File: src/rtl/accum_controller_pkg.sv
// Shared definitions for the accumulate sequencer: datapath mux codes and FSM states.
package accum_controller_pkg;

    localparam logic [1:0] SEL_CLEAR = 2'b00;
    localparam logic [1:0] SEL_LOAD  = 2'b01;
    localparam logic [1:0] SEL_ADD   = 2'b10;
    localparam logic [1:0] SEL_HOLD  = 2'b11;

    typedef enum logic [1:0] {
        S_IDLE  = 2'b00,
        S_CLEAR = 2'b01,
        S_ACCUM = 2'b10,
        S_DONE  = 2'b11
    } state_e;

endpackage

File: src/rtl/accum_controller_sample_counter.sv
// Sample counter with synchronous clear, count enable and a "last sample" flag
// that is high while one more increment would reach MAX_SAMPLES.
module sample_counter #(
    parameter int MAX_SAMPLES = 8,
    parameter int CNT_W       = 4
) (
    input  logic             clock,
    input  logic             rst,
    input  logic             clr,
    input  logic             en,
    output logic [CNT_W-1:0] count,
    output logic             last
);

    localparam logic [CNT_W-1:0] LAST_VAL = CNT_W'(MAX_SAMPLES - 1);

    logic [CNT_W-1:0] count_d;
    logic [CNT_W-1:0] count_q;

    // Next count: clear wins over enable.
    always_comb begin
        count_d = count_q;
        if (clr) begin
            count_d = {CNT_W{1'b0}};
        end else if (en) begin
            count_d = count_q + {{(CNT_W-1){1'b0}}, 1'b1};
        end else begin
            count_d = count_q;
        end
    end

    // Count register.
    always_ff @(posedge clock or posedge rst) begin
        if (rst) begin
            count_q <= {CNT_W{1'b0}};
        end else begin
            count_q <= count_d;
        end
    end

    assign count = count_q;
    assign last  = (count_q == LAST_VAL);

endmodule

File: src/rtl/accum_controller.sv
// Sequencer for the 8-bit accumulate datapath: clears F, loads the first sample,
// adds the rest, and stops on sample count or imminent overflow.
module accum_controller
    import accum_controller_pkg::*;
#(
    parameter int MAX_SAMPLES = 8,
    parameter int CNT_W       = 4
) (
    input  logic             clock,
    input  logic             rst,
    input  logic             start,
    input  logic             abort,
    input  logic             in_valid,
    output logic             in_ready,
    input  logic             fgt127,
    output logic [1:0]       sel,
    output logic             busy,
    output logic             done,
    output logic             overflow,
    output logic [CNT_W-1:0] sample_count
);

    state_e           state_q;
    state_e           state_d;
    logic             done_q;
    logic             done_d;
    logic             overflow_q;
    logic             overflow_d;
    logic             cnt_clr;
    logic             cnt_en;
    logic             cnt_last;
    logic [CNT_W-1:0] cnt_value;

    sample_counter #(
        .MAX_SAMPLES (MAX_SAMPLES),
        .CNT_W       (CNT_W)
    ) u_sample_counter (
        .clock (clock),
        .rst   (rst),
        .clr   (cnt_clr),
        .en    (cnt_en),
        .count (cnt_value),
        .last  (cnt_last)
    );

    // Next state, datapath select, handshake and status flag updates.
    always_comb begin
        state_d    = state_q;
        sel        = SEL_HOLD;
        in_ready   = 1'b0;
        busy       = 1'b0;
        cnt_clr    = 1'b0;
        cnt_en     = 1'b0;
        done_d     = done_q;
        overflow_d = overflow_q;
        case (state_q)
            S_IDLE: begin
                if (start) begin
                    state_d    = S_CLEAR;
                    overflow_d = 1'b0;
                end else begin
                    state_d = S_IDLE;
                end
            end
            S_CLEAR: begin
                busy = 1'b1;
                if (abort) begin
                    state_d    = S_IDLE;
                    done_d     = 1'b0;
                    overflow_d = 1'b0;
                end else begin
                    sel        = SEL_CLEAR;
                    cnt_clr    = 1'b1;
                    overflow_d = 1'b0;
                    state_d    = S_ACCUM;
                end
            end
            S_ACCUM: begin
                busy = 1'b1;
                if (abort) begin
                    state_d    = S_IDLE;
                    done_d     = 1'b0;
                    overflow_d = 1'b0;
                end else begin
                    in_ready = 1'b1;
                    if (!in_valid) begin
                        sel = SEL_HOLD;
                    end else if (cnt_value == {CNT_W{1'b0}}) begin
                        // First sample loads F; fgt127 reflects stale F here.
                        sel    = SEL_LOAD;
                        cnt_en = 1'b1;
                        if (cnt_last) begin
                            state_d = S_DONE;
                            done_d  = 1'b1;
                        end else begin
                            state_d = S_ACCUM;
                        end
                    end else if (fgt127) begin
                        // Sample is consumed but dropped so F stays <= 127.
                        sel        = SEL_HOLD;
                        overflow_d = 1'b1;
                        done_d     = 1'b1;
                        state_d    = S_DONE;
                    end else begin
                        sel    = SEL_ADD;
                        cnt_en = 1'b1;
                        if (cnt_last) begin
                            state_d = S_DONE;
                            done_d  = 1'b1;
                        end else begin
                            state_d = S_ACCUM;
                        end
                    end
                end
            end
            S_DONE: begin
                if (abort) begin
                    state_d    = S_IDLE;
                    done_d     = 1'b0;
                    overflow_d = 1'b0;
                end else if (start) begin
                    state_d    = S_CLEAR;
                    done_d     = 1'b0;
                    overflow_d = 1'b0;
                end else begin
                    state_d = S_DONE;
                end
            end
            default: begin
                state_d    = S_IDLE;
                done_d     = 1'b0;
                overflow_d = 1'b0;
            end
        endcase
    end

    // State and registered status flags.
    always_ff @(posedge clock or posedge rst) begin
        if (rst) begin
            state_q    <= S_IDLE;
            done_q     <= 1'b0;
            overflow_q <= 1'b0;
        end else begin
            state_q    <= state_d;
            done_q     <= done_d;
            overflow_q <= overflow_d;
        end
    end

    assign done         = done_q;
    assign overflow     = overflow_q;
    assign sample_count = cnt_value;

endmodule

File: config.mk
export PLATFORM = sky130hd
export DESIGN_NAME = accum_controller
export DESIGN_NICKNAME = d
export VERILOG_FILES = /design/src/rtl/accum_controller_pkg.sv /design/src/rtl/accum_controller_sample_counter.sv /design/src/rtl/accum_controller.sv
export SDC_FILE = /design/constraint.sdc
export NUM_CORES = 1
export LEC_CHECK = 0
export ABC_CLOCK_PERIOD_IN_PS = 3750
export CORE_AREA = 2 2 39 41
export CTS_CLUSTER_DIAMETER = 150
export DETAILED_ROUTE_END_ITERATION = 8
export DIE_AREA = 0 0 41 43
export PLACE_DENSITY = 0.87
export SYNTH_ARGS = -nofsm -noshare
export SYNTH_HDL_FRONTEND = slang
export SYNTH_HIERARCHICAL = 1
export SYNTH_SLANG_ARGS = --single-unit
File: constraint.sdc
create_clock -name clock -period 3.75 [get_ports clock]
set_input_delay 0.375 -clock clock [delete_from_list [all_inputs] [get_ports clock]]
set_output_delay 0.375 -clock clock [all_outputs]
set_load 0.02 [all_outputs]
==> reports/qor.yml, run 1 <==
worst_setup_path:
  crit_family: "simple AND/OR/NAND/NOR gates"
  crit_chain: "or4_4 > o21ai_1 > nand2_1 > clkdlybuf4s50_1"
  arrival_ps: 2030
  cp.depth: 4
  critPathMaxFanout: 7
  ff2ff_path_depth: 7
  cp_slowest_stage_delay_ps: 570
  setup.worst_path.start_class: "flip-flop"
  critPathBufInv: 1
  r2r_setup_slack_ps: 1810
  endpoint_kind: "output port"
  worstPathRequired_ps: 3380
  path_class: "flip-flop to output port"
  slowest_stage: "or4_4"
cells_and_area:
  area_growth_pct: 31.13
  layout-drive-gt1-share_pct: 8.140
  diodes: 0
  final_cells: 102
  finalNetCount: 99
die:
  dieHeight_um: 43
  coreArea_sq_mm: 0.001384
  dieWidth_um: 41
  top_level_ports: 16
  fp-row-count: 14
  start_util_pct: 43.85
  dieArea_sq_mm: 0.001763
timing:
  finalWorstSetupSlack_ps: 1347
  hold_ws_ps: 340.8
  setup_viol: 0
  final_max_slew_viol_count: 0
  relSlewSlack_pct: 75.05
  tightestPinTransition_ps: 369.4
  rsz0062_at_grt: "false"
  finalCriticalPeriod_ps: 2403
  finalCritPeriodShare_pct: 64.08
  fin_tns_setup_ps: 0
  fmaxAchievable_ghz: 0.4162
  fin_skew_ps: 2.585
  hold_viol: 0
synth:
  ys_seq_area_share_pct: 32.99
  ys_warn_count: 6
  yosys.area.top_type: "dfrtp_1"
  syn-cell-area_sq_um: 606.8
  synth_seq_cells: 8
  synth_area_leaders: "dfrtp_1 (33%), ha_1 (10%), nor2b_1 (5.2%), inv_1 (4.3%), nor2_1 (3.7%)"
  synth_nets: 80
  avgSynthCellArea_sq_um: 8.795
  synth_cell_types: 31
  syn_inst: 69
  synth_top_area_share_pct: 32.99
place:
  place_inst: 99
  gp_congestion: 0.8047
  dp_hpwl_um: 1022
  place_ws_ps: 1458
  portBuffers: 15
drt:
  viasPerCell: 5.598
  wl_um: 1372
  routedWlPerCell_um: 13.45
  vias: 571
  drt_iter0_drc: 11
  route.detailed.drc: 0
  ant_nets: 0
  first_pass_iters: 4
cts:
  root_buffer: "clkbuf_4"
  cts_resized: 0
  htreeDepth: 1
  cts_hold_buf: 0
  numCtsBuffers: 3
  clk_pin_slew_ps: 50
  clk_latency_ps: 250
  postCtsSetupRepairBufs: 0
  cts.path.max_buffers: 2
  cts_tree: "built"
  cts_num_sinks: 8
run:
  drv_cap: 0
power_and_ir_drop:
  p_int_mw: 0.1683
  ir_drop_mv: 0.2358
  p_per_area_mw_per_mm2: 310.6
  clockPowerShare_pct: 25.4
  netSwitchingFraction_pct: 31.92
  power_frac_seq_pct: 39.5
  p_leak_nw: 0.3620
  pwr-share-comb_pct: 35.1
  p_sw_mw: 0.07891
min_path:
  hp-class: "input port to async pin"
global_route:
  grt-busiest-layer: "met2"
  grt_pass1_vias: 508
  grtUsageMet2_pct: 29.06
  grt_max_degree: 10
  grt-ovfl-total: 0
  grtUsageMet3_pct: 9.424
  grt_usage_pct: 18.60
  grt_pass1_wl_um: 2166
  grt_antenna_before_repair: 0
  use_met1_pct: 23.08
run_status:
  status: "completed"
## power groups by stage
stage	sequential, mW	clock, mW	combinational, mW
after global routing	0.0984	0.0725	0.0953
after CTS	0.0978	0.0652	0.0869
after global placement	0.0988	0	0.0847
final	0.0977	0.0627	0.0867
after detailed placement	0.0991	0	0.0864
after floorplan	0.0995	0	0.0509
## cell type report
| type | instances | area [sq um] |
|---|---|---|
| Sequential cell | 8 | 200.2 |
| Tap cell | 16 | 20.02 |
| Multi-Input combinational cell | 52 | 372.9 |
| Clock buffer | 3 | 22.52 |
| Inverter | 8 | 30.03 |
| Timing Repair Buffer | 15 | 150.1 |
| Fill cell | 122 | 588.1 |
## kinds of logic after synthesis
group,after synthesis,share of synthesized area (%)
xor+xnor,1,1.444
fa+ha+maj,5,10.31
mux,3,5.979
buf+inv,9,5.567
simple gates,26,24.33
compound gates,17,19.38
flops,8,32.99
## stage by stage
stage	instance area (sq um)	power (mW)	utilization [%]
finish	795.8	0.2472	57.50
global route	795.8	0.2663	57.50
CTS	795.8	0.2499	57.50
detailed placement	773.2	0.1856	55.88
global placement	773.2	0.1835	55.88
floorplan	606.8	0.1505	-
## final timing paths
| check | startpoint | to |
|---|---|---|
| worst min register to register | overflow | overflow |
| worst max-delay path | u_sample_counter/count[1] | sel[1] |
| worst max register to register | state_q[0] | u_sample_counter/count[3] |
| min in group clock | overflow | overflow |
| max in group asynchronous | rst | u_sample_counter/count[0] |
| worst min-delay path | rst | done |
## cell usage after synthesis
cell	instances
a21boi_0	1
or4bb_1	1
o31ai_1	1
inv_1	7
clkbuf_1	1
inv_2	1
nor2_1	6
o41ai_1	1
o21ai_1	2
nor2b_1	5
or4_4	1
nand2b_1	2
o211ai_1	2
nand2_1	5
ha_1	5
a32oi_1	1
mux2_1	1
dfrtp_1	8
a211o_1	2
o22ai_1	1
nand4_1	1
a21bo_2	1
a21oi_1	2
o21ai_0	2
mux2_4	1
xnor2_1	1
nand3b_1	2
mux2i_1	1
and3_1	1
nor4_1	2
a31oi_1	1
## cells in the final DEF, fill, tap and decap left out, types with 3 or more instances in the layout
| cell type | synthesis | layout |
|---|---|---|
| inv_1 | 7 | 7 |
| ha_1 | 5 | 5 |
| clkdlybuf4s50_1 | 0 | 15 |
| nor2b_1 | 5 | 5 |
| dfrtp_1 | 8 | 8 |
| nor2_1 | 6 | 6 |
| nand2_1 | 5 | 5 |
| clkbuf_4 | 0 | 3 |
## state kept, by name, summed over array words and instances, names as in the netlist
signal,cells
overflow,1
u_sample_counter/count,4
done,1
state_q,2
## per-layer routing
layer  part of all wire [%]  vias to the layer above  wire length, um
met5                      0                        -                0
met2                     48                       19              659
met3                    7.5                        0              103
met1                     44                      272              610
met4                      0                        0                0
li1                       -                      280                -
## worst register-to-register path, delay by kind of cell, from the launching register on
| kind | cells | cell delay [ps] |
|---|---|---|
| adders and majority gates | 1 | 280 |
| buffers and inverters | 2 | 220 |
| muxes | 1 | 320 |
| and+or+nand+nor | 3 | 590 |
| DFF | 1 | 410 |
Power figures use the tool's default switching activity.
==> run 2: changes to the inputs <==
--- a/config.mk
+++ b/config.mk
@@ -5,12 +5,11 @@
 export SDC_FILE = /design/constraint.sdc
 export NUM_CORES = 1
 export LEC_CHECK = 0
-export ABC_CLOCK_PERIOD_IN_PS = 3750
-export CORE_AREA = 2 2 39 41
+export ABC_CLOCK_PERIOD_IN_PS = 2000
+export CORE_UTILIZATION = 41
 export CTS_CLUSTER_DIAMETER = 150
 export DETAILED_ROUTE_END_ITERATION = 8
-export DIE_AREA = 0 0 41 43
-export PLACE_DENSITY = 0.87
+export PLACE_DENSITY = 0.83
 export SYNTH_ARGS = -nofsm -noshare
 export SYNTH_HDL_FRONTEND = slang
 export SYNTH_HIERARCHICAL = 1
==> constraint.sdc (replaced) <==
create_clock -name clock -period 2 [get_ports clock]
set_input_delay 0.2 -clock clock [delete_from_list [all_inputs] [get_ports clock]]
set_output_delay 0.2 -clock clock [all_outputs]
set_load 0.02 [all_outputs]
==> reports/qor.yml, run 2 (synthesis gave the netlist of run 1 again) <==
run_status:
  status: "completed"
timing:
  finalCriticalPeriod_ps: 1854
  rsz0062_at_grt: "false"
  setup_viol: 0  # unchanged
  finalWorstSetupSlack_ps: 145.7  # -1201 ps
  fmaxAchievable_ghz: 0.5393
  finalCritPeriodShare_pct: 92.71
  final_max_slew_viol_count: 0  # unchanged
  fin_skew_ps: 5.618  # +3.033 ps
  tightestPinTransition_ps: 345.6  # -23.79 ps
  hold_viol: 0  # unchanged
  relSlewSlack_pct: 76.66  # +1.6 points
  fin_tns_setup_ps: 0  # unchanged
cts:
  cts_resized: 4  # +4
  cts_hold_buf: 0  # unchanged
  clk_latency_ps: 240  # about the same
  postCtsSetupRepairBufs: 0  # unchanged
  clk_pin_slew_ps: 50  # about the same
  cts_num_sinks: 8  # unchanged
  htreeDepth: 1  # unchanged
  root_buffer: "clkbuf_4"
  cts_tree: "built"
  numCtsBuffers: 3  # unchanged
  cts.path.max_buffers: 2  # unchanged
global_route:
  grt_antenna_before_repair: 0  # unchanged
  grt_max_degree: 10  # unchanged
  grt-ovfl-total: 0  # unchanged
  grt-busiest-layer: "met2"
  grtUsageMet2_pct: 28.97  # -0.094 points
  use_met1_pct: 27.59  # +4.5 points
  grt_pass1_vias: 485  # -4.5%
  grt_usage_pct: 19.05  # +0.46 points
  grt_pass1_wl_um: 2014  # -7.0%
  grtUsageMet3_pct: 3.333  # -6.1 points
worst_setup_path:
  setup.worst_path.start_class: "flip-flop"
  critPathMaxFanout: 2  # -5
  path_class: "flip-flop to output port"
  arrival_ps: 1650  # -380 ps
  worstPathRequired_ps: 1800  # -1580 ps
  ff2ff_path_depth: 7  # unchanged
  endpoint_kind: "output port"
cells_and_area:
  finalNetCount: 105  # +6.1%
  layout_commonest_cell: "clkdlybuf4s50_1"
  utilization_pct: 62.85  # +5.3 points
  final_cell_mix: "clkdlybuf4s50_1 (12), dfrtp_1 (8), inv_1 (7)"
  diodes: 0  # unchanged
  area_growth_pct: 38.14
  largest_reg_flops: 4  # unchanged
  layout-drive-gt1-share_pct: 15.22  # +7.1 points
drt:
  ant_nets: 0  # unchanged
  routedWlPerCell_um: 12.52  # -6.9%
  viasPerCell: 5.243  # -6.3%
  route.detailed.drc: 0  # unchanged
  vias: 561  # -1.8%
  first_pass_iters: 4  # unchanged
  wl_um: 1340  # -2.3%
  drt_iter0_drc: 2  # -9
place:
  gp_congestion: 0.8285  # +3.0%
  dp_hpwl_um: 1083  # +5.9%
  portBuffers: 15  # unchanged
  place_ws_ps: 161.0  # -1297 ps
die:
  top_level_ports: 16  # unchanged
  fp-row-count: 13  # -1
  dieWidth_um: 40.47  # -1.3%
  dieHeight_um: 40.47  # -5.9%
  dieArea_sq_mm: 0.001638  # -7.1%
  start_util_pct: 45.50  # +1.6 points
  coreArea_sq_mm: 0.001334  # -3.6%
run:
  drv_cap: 0  # unchanged
power_and_ir_drop:
  ir_drop_mv: 0.3834  # +63%
  design_power_total_mw: 0.4598  # +86%
  p_per_area_mw_per_mm2: 548.4  # +77%
  p_leak_nw: 0.3967  # +9.6%
min_path:
  hp-class: "input port to async pin"
[run 2: worst max-delay path: stages, from the launching register on]
cell	delay (ps)
dfrtp_1	370
or4_4	530
o21ai_1	140
nand2_1	50
dlygate4sd2_1	310
[run 2: final timing paths]
path / to / startpoint / slack (ps)
setup / recovery: sel[1] / u_sample_counter/count[1] / 150
max in group asynchronous: u_sample_counter/count[2] / rst / 1700
setup reg to reg: u_sample_counter/count[3] / state_q[0] / 230
hold / removal: u_sample_counter/count[0] / rst / 160
hold reg to reg: overflow / overflow / 550
min in group clock: overflow / overflow / 550
[run 2: stage by stage]
| step | instances | hold WS (ps) | instance area, sq um |
|---|---|---|---|
| floorplan | 69 | -33.92 | 606.8 |
| global route | 107 | 170.5 | 838.3 |
| global placement | 104 | 420.5 | 817.0 |
| CTS | 107 | 154.4 | 838.3 |
| detailed placement | 104 | 416.9 | 817.0 |
| finish | 107 | 158.0 | 838.3 |
[run 2: layout make-up]
type                       count  area, sq um
clock buffer                   3        22.52
inverter                       8        30.03
multi-input combinational     52        375.4
tap                           15        18.77
fill                         126        495.5
sequential                     8        200.2
timing repair buffer          21        191.4
[run 2: power by group]
group          internal, mW  switching [mW]
registers             0.170         0.00842
clock network        0.0679          0.0436
logic                0.0778          0.0916
[run 2: routing by layer]
metal	wire length [um]	vias up
li1	-	295
met3	28	0
met4	0	0
met5	0	-
met1	686	258
met2	626	8
==> run 3: changes to the inputs <==
--- a/config.mk
+++ b/config.mk
@@ -5,11 +5,11 @@
 export SDC_FILE = /design/constraint.sdc
 export NUM_CORES = 1
 export LEC_CHECK = 0
-export ABC_CLOCK_PERIOD_IN_PS = 2000
 export CORE_UTILIZATION = 41
 export CTS_CLUSTER_DIAMETER = 150
 export DETAILED_ROUTE_END_ITERATION = 8
 export PLACE_DENSITY = 0.83
+export SLEW_MARGIN = 5
 export SYNTH_ARGS = -nofsm -noshare
 export SYNTH_HDL_FRONTEND = slang
 export SYNTH_HIERARCHICAL = 1
==> results of run 3 <==
Same layout as run 2: the final DEF is identical, and so are final timing and power.
